===== src/rtl/rx_sample_decimator_pkg.sv =====
// Shared definitions for the rx sample path: FSM encoding, output sample
// width and the signed 16-bit saturation limits.
package rx_sample_decimator_pkg;

  typedef enum logic [1:0] {
    ST_IDLE  = 2'd0,
    ST_ACCUM = 2'd1,
    ST_EMIT  = 2'd2
  } rx_state_e;

  localparam int SAMPLE_W = 16;

  localparam logic signed [SAMPLE_W-1:0] SAT_MAX = 16'sh7fff;
  localparam logic signed [SAMPLE_W-1:0] SAT_MIN = 16'sh8000;

endpackage


===== src/rtl/rx_saturate.sv =====
// Clips a signed value of parameterized width to the signed 16-bit range
// and reports whether clipping took place.
module rx_saturate
  import rx_sample_decimator_pkg::*;
#(
  parameter int IN_W = 17
) (
  input  logic signed [IN_W-1:0]     din,
  output logic signed [SAMPLE_W-1:0] dout,
  output logic                       ovf
);

  logic [IN_W-SAMPLE_W:0] top_bits;

  // A value fits in 16 bits only when bit 15 and everything above it are
  // copies of the sign bit; otherwise clip toward the sign.
  always_comb begin
    top_bits = din[IN_W-1:SAMPLE_W-1];
    ovf      = !((&top_bits) || !(|top_bits));
    if (!ovf) begin
      dout = din[SAMPLE_W-1:0];
    end else if (din[IN_W-1]) begin
      dout = SAT_MIN;
    end else begin
      dout = SAT_MAX;
    end
  end

endmodule


===== src/rtl/rx_sample_decimator.sv =====
// Box-car decimator for the ADC receive path: sums 2^DECIM_LOG2 valid
// samples, divides by the window size (floor), removes a DC offset,
// saturates to 16 bits and presents the result with a one-cycle trigger.
//
// state    | meaning
// ---------+---------------------------------------------------------------
// ST_IDLE  | receiver disabled; samples ignored, waits for erx_en
// ST_ACCUM | summing valid samples into the window accumulator
// ST_EMIT  | full window sum held; result registered this cycle, and a
//          | valid sample here opens the next window
module rx_sample_decimator
  import rx_sample_decimator_pkg::*;
#(
  parameter int DECIM_LOG2 = 3,
  parameter int IN_WIDTH   = 16
) (
  input  logic                       crx_clk,
  input  logic                       rrx_rst,
  input  logic                       erx_en,
  input  logic signed [IN_WIDTH-1:0] iadc_data,
  input  logic                       iadc_valid,
  input  logic signed [15:0]         idc_offset,
  output logic signed [15:0]         odata_out,
  output logic                       onew_sample_trig,
  output logic                       osat_flag
);

  localparam int ACC_W = IN_WIDTH + DECIM_LOG2;
  // One bit of headroom over the wider of the mean and the offset; for a
  // 16-bit ADC this is the IN_WIDTH+1 subtraction width.
  localparam int SUB_W = ((IN_WIDTH > SAMPLE_W) ? IN_WIDTH : SAMPLE_W) + 1;

  rx_state_e state, state_nxt;

  logic [ACC_W-1:0]          acc, acc_nxt;
  logic [DECIM_LOG2-1:0]     cnt, cnt_nxt;
  logic                      emit;
  logic [ACC_W-1:0]          data_ext;
  logic [IN_WIDTH-1:0]       mean;
  logic signed [SUB_W-1:0]   diff;
  logic signed [SAMPLE_W-1:0] sat_data;
  logic                      sat_ovf;

  // Sign extension of the incoming sample and the offset-corrected mean.
  // Dropping the low DECIM_LOG2 bits of the two's-complement sum is an
  // arithmetic shift, i.e. a floor division by the window size.
  always_comb begin
    data_ext = {{DECIM_LOG2{iadc_data[IN_WIDTH-1]}}, iadc_data};
    mean     = acc[ACC_W-1:DECIM_LOG2];
    diff     = {{(SUB_W-IN_WIDTH){mean[IN_WIDTH-1]}}, mean}
             - {{(SUB_W-SAMPLE_W){idc_offset[SAMPLE_W-1]}}, idc_offset};
  end

  rx_saturate #(
    .IN_W (SUB_W)
  ) u_saturate (
    .din  (diff),
    .dout (sat_data),
    .ovf  (sat_ovf)
  );

  // Next-state, accumulator and counter update.
  always_comb begin
    state_nxt = state;
    acc_nxt   = acc;
    cnt_nxt   = cnt;
    emit      = 1'b0;
    case (state)
      ST_IDLE: begin
        acc_nxt = '0;
        cnt_nxt = '0;
        if (erx_en) begin
          state_nxt = ST_ACCUM;
        end
      end
      ST_ACCUM: begin
        if (!erx_en) begin
          state_nxt = ST_IDLE;
          acc_nxt   = '0;
          cnt_nxt   = '0;
        end else if (iadc_valid) begin
          acc_nxt = acc + data_ext;
          cnt_nxt = cnt + DECIM_LOG2'(1);
          if (cnt == '1) begin
            state_nxt = ST_EMIT;
          end
        end
      end
      ST_EMIT: begin
        // The result is committed even if the receiver is being disabled.
        emit = 1'b1;
        if (!erx_en) begin
          state_nxt = ST_IDLE;
          acc_nxt   = '0;
          cnt_nxt   = '0;
        end else begin
          state_nxt = ST_ACCUM;
          if (iadc_valid) begin
            acc_nxt = data_ext;
            cnt_nxt = DECIM_LOG2'(1);
          end else begin
            acc_nxt = '0;
            cnt_nxt = '0;
          end
        end
      end
      default: begin
        state_nxt = ST_IDLE;
        acc_nxt   = '0;
        cnt_nxt   = '0;
      end
    endcase
  end

  // State, window and output registers with synchronous reset.
  always_ff @(posedge crx_clk) begin
    if (rrx_rst) begin
      state            <= ST_IDLE;
      acc              <= '0;
      cnt              <= '0;
      odata_out        <= '0;
      onew_sample_trig <= 1'b0;
      osat_flag        <= 1'b0;
    end else begin
      state            <= state_nxt;
      acc              <= acc_nxt;
      cnt              <= cnt_nxt;
      onew_sample_trig <= emit;
      if (emit) begin
        odata_out <= sat_data;
        if (sat_ovf) begin
          osat_flag <= 1'b1;
        end
      end
    end
  end

endmodule


===== config.mk =====
export PLATFORM = sky130hd
export DESIGN_NAME = rx_sample_decimator
export DESIGN_NICKNAME = d
export VERILOG_FILES = /design/src/rtl/rx_sample_decimator_pkg.sv /design/src/rtl/rx_saturate.sv /design/src/rtl/rx_sample_decimator.sv
export SDC_FILE = /design/constraint.sdc
export NUM_CORES = 1
export LEC_CHECK = 0
export ABC_AREA = 1
export BUFFER_PORTS_ARGS = -buffer_cell sky130_fd_sc_hd__buf_2
export CELL_PAD_IN_SITES_DETAIL_PLACEMENT = 0
export CELL_PAD_IN_SITES_GLOBAL_PLACEMENT = 1
export CORE_AREA = 10 10 104 106
export DETAILED_ROUTE_END_ITERATION = 10
export DIE_AREA = 0 0 114 116
export HOLD_SLACK_MARGIN = 0.03
export PLACE_DENSITY_LB_ADDON = 0.1
export SYNTH_ARGS = -nofsm -noshare
export SYNTH_HDL_FRONTEND = slang
export SYNTH_SLANG_ARGS = --single-unit

===== constraint.sdc =====
create_clock -name crx_clk -period 3.2 [get_ports crx_clk]
set_input_delay 0.48 -clock crx_clk [delete_from_list [all_inputs] [get_ports crx_clk]]
set_output_delay 0.48 -clock crx_clk [all_outputs]
set_load 0.03 [all_outputs]

==> results.toml, run 1 <==
[critical_path]
ff2ff_path_depth = 16
cp.required_ps = 3370
critPathLaunch = "acc[3]"
r2r_slack_ps = 970
crit_fanout = 13
crit_end = "osat_flag"
critPathCaptureType = "flop"
worstSetupStartpointType = "flop"
rr_endpoint = "osat_flag"
r2r_start = "acc[3]"
crit_type = "reg -> reg"
arrival_ps = 2400

[timing]
min_period_ps = 2234
finalCritPeriodShare = 0.6981
skew_ps = 8.943
holdWs_ps = 465.0
hold_viol = 0
slew_viol_final = 0
rsz0062_at_grt = "false"
relSlewSlack = 0.5788
tightestPinTransition_ps = 631.7
max_freq_mhz = 447.7
setup_violations = 0
finalSetupTns_ps = 0

[floorplanning]
dieHeight_um = 116
dieArea_um2 = 13220
core_um2 = 8678
ioPinCount = 54
num_rows = 34
die_w_um = 114
initial_core_util = 0.4348

[drt]
dr.pass1.iters = 4
drtIter0Drc = 144
drt-total-wl_mm = 10.51
ant_nets = 0
routed_via_density = 4.997
post_drt_wl_per_cell_um = 13.71
vias = 3833
drc_errors = 0

[clock_network]
clk_latency_ps = 300
clock-sinks = 42
cts_made_buffers = 5
hold_buffers = 0
cts_root_buf = "clkbuf_8"
post_cts_resized = 0
htree_levels = 2
cts_tree = "yes"
clk_pin_slew_ps = 90
cts_buffer_depth = 2
cts_setup_buffers = 0

[finish]
layout.nets = 736
antenna_cells = 0
fillers = 947
synthToLayoutAreaGrowth_pct = 12.50
final_layout_size_suffix_gt1_frac = 0.1533
final_common_cell = "nand2_1"
final_cell_mix = "189 x nand2_1, 80 x inv_1, 67 x a21oi_1, 53 x buf_2"

[yosys]
synth_edf_count = 0
async_flop_share = 0
syn_area_per_cell_um2 = 6.237
synth-seq-area-share = 0.2228
netlist_instances = 605
synth_nets = 683
netlist_area_um2 = 3774
yosys_register_bits = 42
yosys_warnings = 0
ys.flop_type = "dfxtp_1"
synth_cell_types = 31

[power_and_ir_drop]
vdd.ir_drop.worst_v = 0.0001705
p_leak_nw = 2.349
power.density_nw_per_um2 = 314.2

[global_routing]
grt_pass1_vias = 3672
grt_max_degree = 30
antenna_found_initial = 0
grt_pass1_wl_mm = 17.16
grt_use_total = 0.1551
overflow = 0

[min_path]
hold_path.class = "reg -> reg"

[job]
cap_violations = 0

[run_status]
outcome = "finished, final reports clean"

[placement]
place_hpwl_mm = 8.541
place_congestion = 0.8813
port_buffers = 53
cells in the mapped netlist, drive strengths merged (4+ instances only):
master	number	share of area
a21oi	72	0.10
a22oi	12	0.024
clkbuf	8	0.0080
dfxtp	42	0.22
ha	40	0.13
inv	85	0.085
nand2	200	0.21
nand3	42	0.056
nand3b	4	0.0090
nor2	35	0.035
nor3	5	0.0093
o21ai	20	0.027
or2	11	0.018
xnor2	4	0.0093
xor2	9	0.021
flip-flops by register name, summed over array words and instances, names as in the netlist:
name              count
cnt                   3
onew_sample_trig      1
state                 2
acc                  19
odata_out            16
osat_flag             1
final cells by class:
cell class / instances / area, µm² / share of cell area
Multi-Input combinational cell: 466 / 2557 / 0.6024
Clock inverter: 3 / 25.02 / 0.005894
Tap cell: 108 / 135.1 / 0.03183
Timing Repair Buffer: 57 / 295.3 / 0.06955
Clock buffer: 5 / 68.82 / 0.01621
Sequential cell: 42 / 840.8 / 0.1981
Inverter: 86 / 322.8 / 0.07604
stage by stage:
stage	area, µm²	power, mW	utilization	std cells	worst slack (ps)
floorplan	3774	0.8529	-	605	1096
global placement	4151	0.9667	0.4784	759	760.0
detailed placement	4151	0.9718	0.4784	759	740.4
CTS	4245	1.351	0.4892	767	935.5
global route	4245	1.423	0.4892	767	717.7
finish	4245	1.334	0.4892	767	966.2
critical path, cell delays in order (launching register included):
cell	delay [ps]
dfxtp_1	350
inv_1	70
ha_1	130
inv_1	50
fa_1	400
nand3_1	100
nand2_2	80
nand2_1	70
nand2_2	80
nand2_1	100
nand2_1	70
nand2_1	70
nand2_2	60
nand2_2	200
nand2_1	80
a21oi_1	120
nor2_1	40
cell families after synthesis:
family	Yosys count	synth area share
XOR/XNOR	13	0.03017
flip-flops	42	0.2228
AO/OA/AOI/OAI	110	0.1631
multiplexers	1	0.002984
AND/OR/NAND/NOR	300	0.3382
adder cells (fa/ha/maj)	42	0.1432
buffers and inverters	97	0.09947
where the power goes:
group	internal, mW	switching (mW)
clock network	0.158	0.217
logic	0.137	0.258
registers	0.547	0.0162
per-layer routing:
metal / vias up / part of all wire / global-route usage / routed length, µm
li1: 2048 / - / - / -
met1: 1716 / 0.46 / 0.1939 / 4873
met2: 60 / 0.49 / 0.2756 / 5112
met3: 9 / 0.040 / 0.02119 / 421
met4: 0 / 0.010 / 0.03425 / 105
met5: - / 0 / 0 / 0
worst min-delay path by stage:
stage | from | endpoint | depth (start not counted)
2_1_floorplan | acc[2] | acc[2] | 2
3_3_place_gp | odata_out[1] | odata_out[1] | 2
3_5_place_dp | odata_out[1] | odata_out[1] | 2
4_1_cts | odata_out[1] | odata_out[1] | 2
5_1_grt | osat_flag | osat_flag | 2
6_report | odata_out[1] | odata_out[1] | 2
No activity file was read; power rests on OpenSTA's default activity.
==> inputs of run 2 (changes only) <==
--- a/config.mk
+++ b/config.mk
@@ -9,9 +9,9 @@
 export BUFFER_PORTS_ARGS = -buffer_cell sky130_fd_sc_hd__buf_2
 export CELL_PAD_IN_SITES_DETAIL_PLACEMENT = 0
 export CELL_PAD_IN_SITES_GLOBAL_PLACEMENT = 1
-export CORE_AREA = 10 10 104 106
+export CORE_AREA = 10 10 107 109
 export DETAILED_ROUTE_END_ITERATION = 10
-export DIE_AREA = 0 0 114 116
+export DIE_AREA = 0 0 117 119
 export HOLD_SLACK_MARGIN = 0.03
 export PLACE_DENSITY_LB_ADDON = 0.1
 export SYNTH_ARGS = -nofsm -noshare
==> constraint.sdc (replaced) <==
create_clock -name crx_clk -period 2.2 [get_ports crx_clk]
set_input_delay 0.33 -clock crx_clk [delete_from_list [all_inputs] [get_ports crx_clk]]
set_output_delay 0.33 -clock crx_clk [all_outputs]
set_load 0.03 [all_outputs]
==> run 2 against run 1 <==
  * Power is 48% higher
  * Via count rose by 0.89%
  * Setup slack lost 790 ps
  * Global-route usage is essentially flat
  * Clock skew grew 6.4 ps
  * Core utilization decreased by 2.5 points
  * Highest routed layer unchanged
==> results.toml, run 2 (synthesized netlist as in run 1, its figures left out) <==
[critical_path]
rr_endpoint = "acc[14]"
r2r_start = "acc[0]"
crit_type = "reg -> reg"
max_stage_delay_ps = 350
ff2ff_path_depth = 11
worstSetupStartpointType = "flop"
r2r_slack_ps = 170
arrival_ps = 2200
crit_path_frequent_cell = "nand3_1"
critPathCaptureType = "flop"
path_cells = "ha_1, inv_1, fa_1, inv_1, buf_4, nand3_1, nand3_1, a21oi_1, or2_2, nand3_1, a21oi_1"
crit_fanout = 3
crit_path_top_delay_cell = "dfxtp_1"
cp.required_ps = 2370

[clock_network]
cts_made_buffers = 5
cts_root_buf = "clkbuf_8"
clk_pin_slew_ps = 100
cts_tree = "yes"
clock-sinks = 42
clk_latency_ps = 300
cts_buffer_depth = 2
htree_levels = 2

[finish]
final_cell_mix = "187 x nand2_1, 80 x inv_1, 63 x a21oi_1, 53 x buf_2, 42 x nand3_1"
final_common_cell = "nand2_1"
stdcell_count = 783
layout.nets = 746
top_register = "acc"
fillers = 1028
ff_latch_area_um2 = 842.1
reg_top3 = "acc x19, odata_out x16, cnt x3"
final_layout_size_suffix_gt1_frac = 0.1809
synthToLayoutAreaGrowth_pct = 16.25
multi_input_area_um2 = 2599
largest_reg_flops = 19
fin_area_um2 = 4387
antenna_cells = 0

[placement]
place_hpwl_mm = 8.891
port_buffers = 53
placed_area_um2 = 4247
place_congestion = 0.8337
dp_cells = 775

[power_and_ir_drop]
p_int_mw = 1.267
p_clk_frac = 0.276
p_total_mw = 1.968
vdd.ir_drop.worst_v = 0.0002758
power.density_nw_per_um2 = 448.7
combPwrFrac = 0.308
share_seq_of_total_power = 0.416
p_leak_nw = 2.413
p_sw_uw = 701.6
switching_share = 0.3565

[drt]
dr.pass1.iters = 5
post_drt_wl_per_cell_um = 13.84
routed_via_density = 4.939
vias = 3867
ant_nets = 0
drc_errors = 0
drt-total-wl_mm = 10.84
drtIter0Drc = 222

[timing]
hold_viol = 0
tightestPinTransition_ps = 474.7
min_period_ps = 2028
finalCritPeriodShare = 0.9217
rsz0062_at_grt = "true"
setup_violations = 0
max_freq_mhz = 493.2
relSlewSlack = 0.6832
slew_viol_final = 0
finalSetupTns_ps = 0
skew_ps = 15.29
holdWs_ps = 333.1

[floorplanning]
dieArea_um2 = 13920
num_rows = 36
core_um2 = 9459
die_w_um = 117
initial_core_util = 0.3989
dieHeight_um = 119
ioPinCount = 54

[min_path]
worstHoldStart = "iadc_data[0]"
hold_end = "acc[0]"
whs_path_depth = 5
hold_path.class = "in -> reg"

[run_status]
outcome = "finished, final reports clean"

[global_routing]
grt_pass1_vias = 3710
grt_pass1_wl_mm = 17.93
grt_max_degree = 29
antenna_found_initial = 0
grt_use_total = 0.1553
overflow = 0

[job]
cap_violations = 0
[run 2: per-layer routing]
layer  wire [µm]  part of all wire  GRT usage  vias up
li1            -                 -          -     2074
met1        5118              0.47     0.2033     1718
met2        5048              0.47     0.2603       67
met3         544             0.050    0.02560        8
met4         125             0.012    0.03168        0
met5           0                 0          0        -
[run 2: power groups by stage]
stage / Clock (mW) / Combinational (mW) / Sequential [mW]
finish: 0.544 / 0.606 / 0.818
global route: 0.590 / 0.688 / 0.824
CTS: 0.561 / 0.600 / 0.819
detailed placement: 0 / 0.597 / 0.837
global placement: 0 / 0.598 / 0.835
floorplan: 0 / 0.365 / 0.875
[run 2: worst max path at each step]
stage	start	end	slack [ps]	depth (start not counted)
after floorplan	iadc_data[0]	acc[16]	250	15
after global placement	idc_offset[8]	odata_out[4]	30	15
after detailed placement	idc_offset[10]	odata_out[2]	2	15
after CTS	acc[3]	odata_out[9]	50	16
after global routing	acc[13]	odata_out[10]	-10	11
final	acc[0]	acc[14]	170	11
[run 2: critical path, delay by kind of cell, from the launching register on]
| family | cells | cell delay [ps] |
|---|---|---|
| adders and majority gates | 2 | 520 |
| buffers and inverters | 3 | 250 |
| AOI/OAI and AO/OA | 2 | 190 |
| DFF | 1 | 350 |
| and+or+nand+nor | 4 | 590 |
[run 2: repair_timing]
| item | CTS | global route |
|---|---|---|
| hold buffers | 0 | 0 |
| gates resized for setup | 0 | 14 |
| setup buffers | 0 | 0 |
| setup endpoints to repair | 0 | 18 |
[run 2: layout make-up]
| cell class | instances | area share |
|---|---|---|
| inverters | 86 | 0.07416 |
| clock inverters | 2 | 0.002852 |
| flip-flops and latches | 42 | 0.1920 |
| clock buffers | 6 | 0.01882 |
| repair buffers | 67 | 0.08728 |
| well taps | 114 | 0.03252 |
| multi-input cells | 466 | 0.5924 |
[run 2: through the flow]
stage	util	setup WS, ps
global placement	0.4489	25.34
global route	0.4638	-10.36
detailed placement	0.4489	2.152
floorplan	-	246.1
finish	0.4638	172.3
CTS	0.4590	47.67
==> inputs of run 3 (changes only) <==
--- a/config.mk
+++ b/config.mk
@@ -5,13 +5,12 @@
 export SDC_FILE = /design/constraint.sdc
 export NUM_CORES = 1
 export LEC_CHECK = 0
-export ABC_AREA = 1
 export BUFFER_PORTS_ARGS = -buffer_cell sky130_fd_sc_hd__buf_2
 export CELL_PAD_IN_SITES_DETAIL_PLACEMENT = 0
 export CELL_PAD_IN_SITES_GLOBAL_PLACEMENT = 1
-export CORE_AREA = 10 10 107 109
+export CORE_AREA = 10 10 104 106
 export DETAILED_ROUTE_END_ITERATION = 10
-export DIE_AREA = 0 0 117 119
+export DIE_AREA = 0 0 114 116
 export HOLD_SLACK_MARGIN = 0.03
 export PLACE_DENSITY_LB_ADDON = 0.1
 export SYNTH_ARGS = -nofsm -noshare
==> run 3 against run 2 <==
  * Design area up 15%
  * Combinational power decreased by 34%
  * Worst hold slack worse by 29 ps
  * Register-to-register slack got worse by 190 ps
  * Power shrank 15%
  * The run now ends with negative setup slack left
==> results.toml, run 3 <==
[clock_network]
clk_pin_slew_ps = 90
htree_levels = 2
clock-sinks = 42
cts_buffer_depth = 2
clk_latency_ps = 300
hold_buffers = 0
cts_root_buf = "clkbuf_8"
cts_made_buffers = 5
cts_tree = "yes"

[drt]
ant_nets = 0
dr.pass1.iters = 5
post_drt_wl_per_cell_um = 15.86
drt-total-wl_mm = 10.63
drtIter0Drc = 208
vias = 3715
drc_errors = 0
routed_via_density = 5.545

[yosys]
synth_nets = 530
yosys_warnings = 0
yosysTopAreaCellShare = 0.2299
ys.flop_type = "dfxtp_1"
synth_commonest_cells = "50 x nor2_1, 42 x dfxtp_1, 40 x ha_1, 35 x a21oi_1, 27 x inv_1"
netlist_area_um2 = 3657
synth-seq-area-share = 0.2299
syn_area_per_cell_um2 = 8.091
async_flop_share = 0
synth_cell_types = 64
synth-xor-area-share = 0.06226
synth_simple_gate_area_frac = 0.1847
muxShareOfSynthArea = 0.01129
yosys_register_bits = 42
synth_compound_area_frac = 0.2922
synthAdderAreaFrac = 0.1632
synth_top_family_by_area = "compound AO/OA/AOI/OAI gates"
synth_area_leaders = "dfxtp_1 23%, ha_1 14%, nor2_1 5.1%"
synth.most_common_cell = "nor2_1"
synth_edf_count = 0
yosysTopAreaCell = "dfxtp_1"
netlist_instances = 452

[global_routing]
antenna_found_initial = 0
overflow = 0
use_met2 = 0.2654
grt_use_total = 0.1562
busiest_layer = "met2"
grtUsageMet1 = 0.2013
grt_max_degree = 25
grt_pass1_vias = 3640
grt_pass1_wl_mm = 17.37
use_met3 = 0.02532

[critical_path]
r2r_start = "acc[3]"
cp.required_ps = 2430
worst-path-buf-inv = 3
crit_family = "compound AO/OA/AOI/OAI gates"
ff2ff_path_depth = 11
max_stage_delay_ps = 360
crit_path_top_delay_cell = "dfxtp_2"
crit_type = "reg -> reg"
worstSetupStartpointType = "flop"
arrival_ps = 2450
rr_endpoint = "odata_out[2]"
r2r_slack_ps = -20
path_cells = "inv_2, ha_4, inv_2, fa_2, nand3_4, a21oi_4, o31ai_4, o211a_1, buf_6, maj3_2, a211oi_2"
crit_fanout = 6
critPathCaptureType = "flop"
crit_path_frequent_cell = "inv_2"

[finish]
synthToLayoutAreaGrowth_pct = 37.97
final_layout_size_suffix_gt1_frac = 0.3915
reg_top3 = "acc x19, odata_out x16, cnt x3"
fin_area_um2 = 5046
final_util = 0.5815
final_cell_mix = "66 x buf_4, 53 x buf_2, 50 x nor2_1, 32 x dfxtp_1, 28 x a21oi_1"
largest_reg_flops = 19
top_register = "acc"
final_common_cell = "buf_4"
layout.nets = 639
antenna_cells = 0

[timing]
skew_ps = 15.05
setup_violations = 1
slew_viol_final = 0
tightestPinTransition_ps = 731.1
max_freq_mhz = 450.6
finalCritPeriodShare = 1.009
hold_viol = 0
rsz0062_at_grt = "true"
relSlewSlack = 0.5126
min_period_ps = 2219
setup_slack_ps = -19.08
holdWs_ps = 304.3

[floorplanning]
dieHeight_um = 116
dieArea_um2 = 13220
die_w_um = 114
num_rows = 34
core_um2 = 8678
initial_core_util = 0.4214
ioPinCount = 54

[placement]
port_buffers = 53
pre_cts_ws_ps = -283.6
placed_area_um2 = 4462
place_hpwl_mm = 8.199
place_congestion = 0.8954

[min_path]
hold_end = "acc[6]"
worstHoldStart = "iadc_data[6]"
hold_path.class = "in -> reg"
whs_path_depth = 3

[power_and_ir_drop]
power.density_nw_per_um2 = 332.7
vdd.ir_drop.worst_v = 0.0002369
p_leak_nw = 2.199

[run_status]
violations = "negative setup slack"
outcome = "complete, but fails checks"

[job]
cap_violations = 0
## run 3: metal layers
metal / part of all wire / vias to the layer above / wire length, µm
li1: - / 1884 / -
met4: 0.011 / 0 / 120
met5: 0 / - / 0
met1: 0.45 / 1733 / 4826
met3: 0.047 / 6 / 497
met2: 0.49 / 92 / 5182
## run 3: worst min-delay path: cells and delay by family
kind,cells,cell delay [ps]
buffers and inverters,1,100
AND/OR/NAND/NOR,1,80
AO/OA/AOI/OAI,1,70
## run 3: cell families after synthesis
| logic type | after synthesis |
|---|---|
| xor gates and xnor gates | 26 |
| DFF | 42 |
| adders and majority gates | 47 |
| buffers and inverters | 50 |
| muxes | 4 |
| and+or+nand+nor | 136 |
| AOI/OAI and AO/OA | 147 |
## run 3: stage by stage
stage / TNS (ps) / instances / total power, mW
after floorplan: 0 / 452 / 0.9941
after global placement: -4041 / 655 / 1.120
after detailed placement: -4927 / 655 / 1.124
after CTS: -372.7 / 664 / 1.655
after global routing: -1659 / 670 / 1.760
final: -19.08 / 670 / 1.679
## run 3: worst max-delay path by stage
stage | start | to | slack (ps) | cells after the start
final | acc[3] | odata_out[2] | -20 | 11
after global routing | acc[1] | acc[9] | -120 | 9
after CTS | acc[3] | odata_out[7] | -50 | 11
after detailed placement | idc_offset[14] | odata_out[2] | -280 | 10
after global placement | idc_offset[14] | odata_out[1] | -200 | 10
after floorplan | iadc_data[0] | acc[14] | 6 | 9
## run 3: power by group
part	leakage [nW]	switching, mW	total [mW]	internal, mW
registers	0.344	0.00350	0.766	0.763
logic	1.81	0.210	0.400	0.189
clock network	0.0452	0.289	0.513	0.224
total	2.20	0.503	1.68	1.18
## run 3: layout make-up
cell class,instances,area [µm²]
repair buffers,125,837.1
well taps,108,135.1
multi-input cells,360,3033
flip-flops and latches,42,853.3
clock inverters,2,13.76
inverters,27,101.3
clock buffers,6,72.57
fillers,825,3632
## run 3: what timing repair did
item	CTS	global route
endpoints found under the hold margin	0	0
setup endpoints to repair	26	28
setup buffers	1	6
gates resized for setup	30	49
pin swaps	20	27
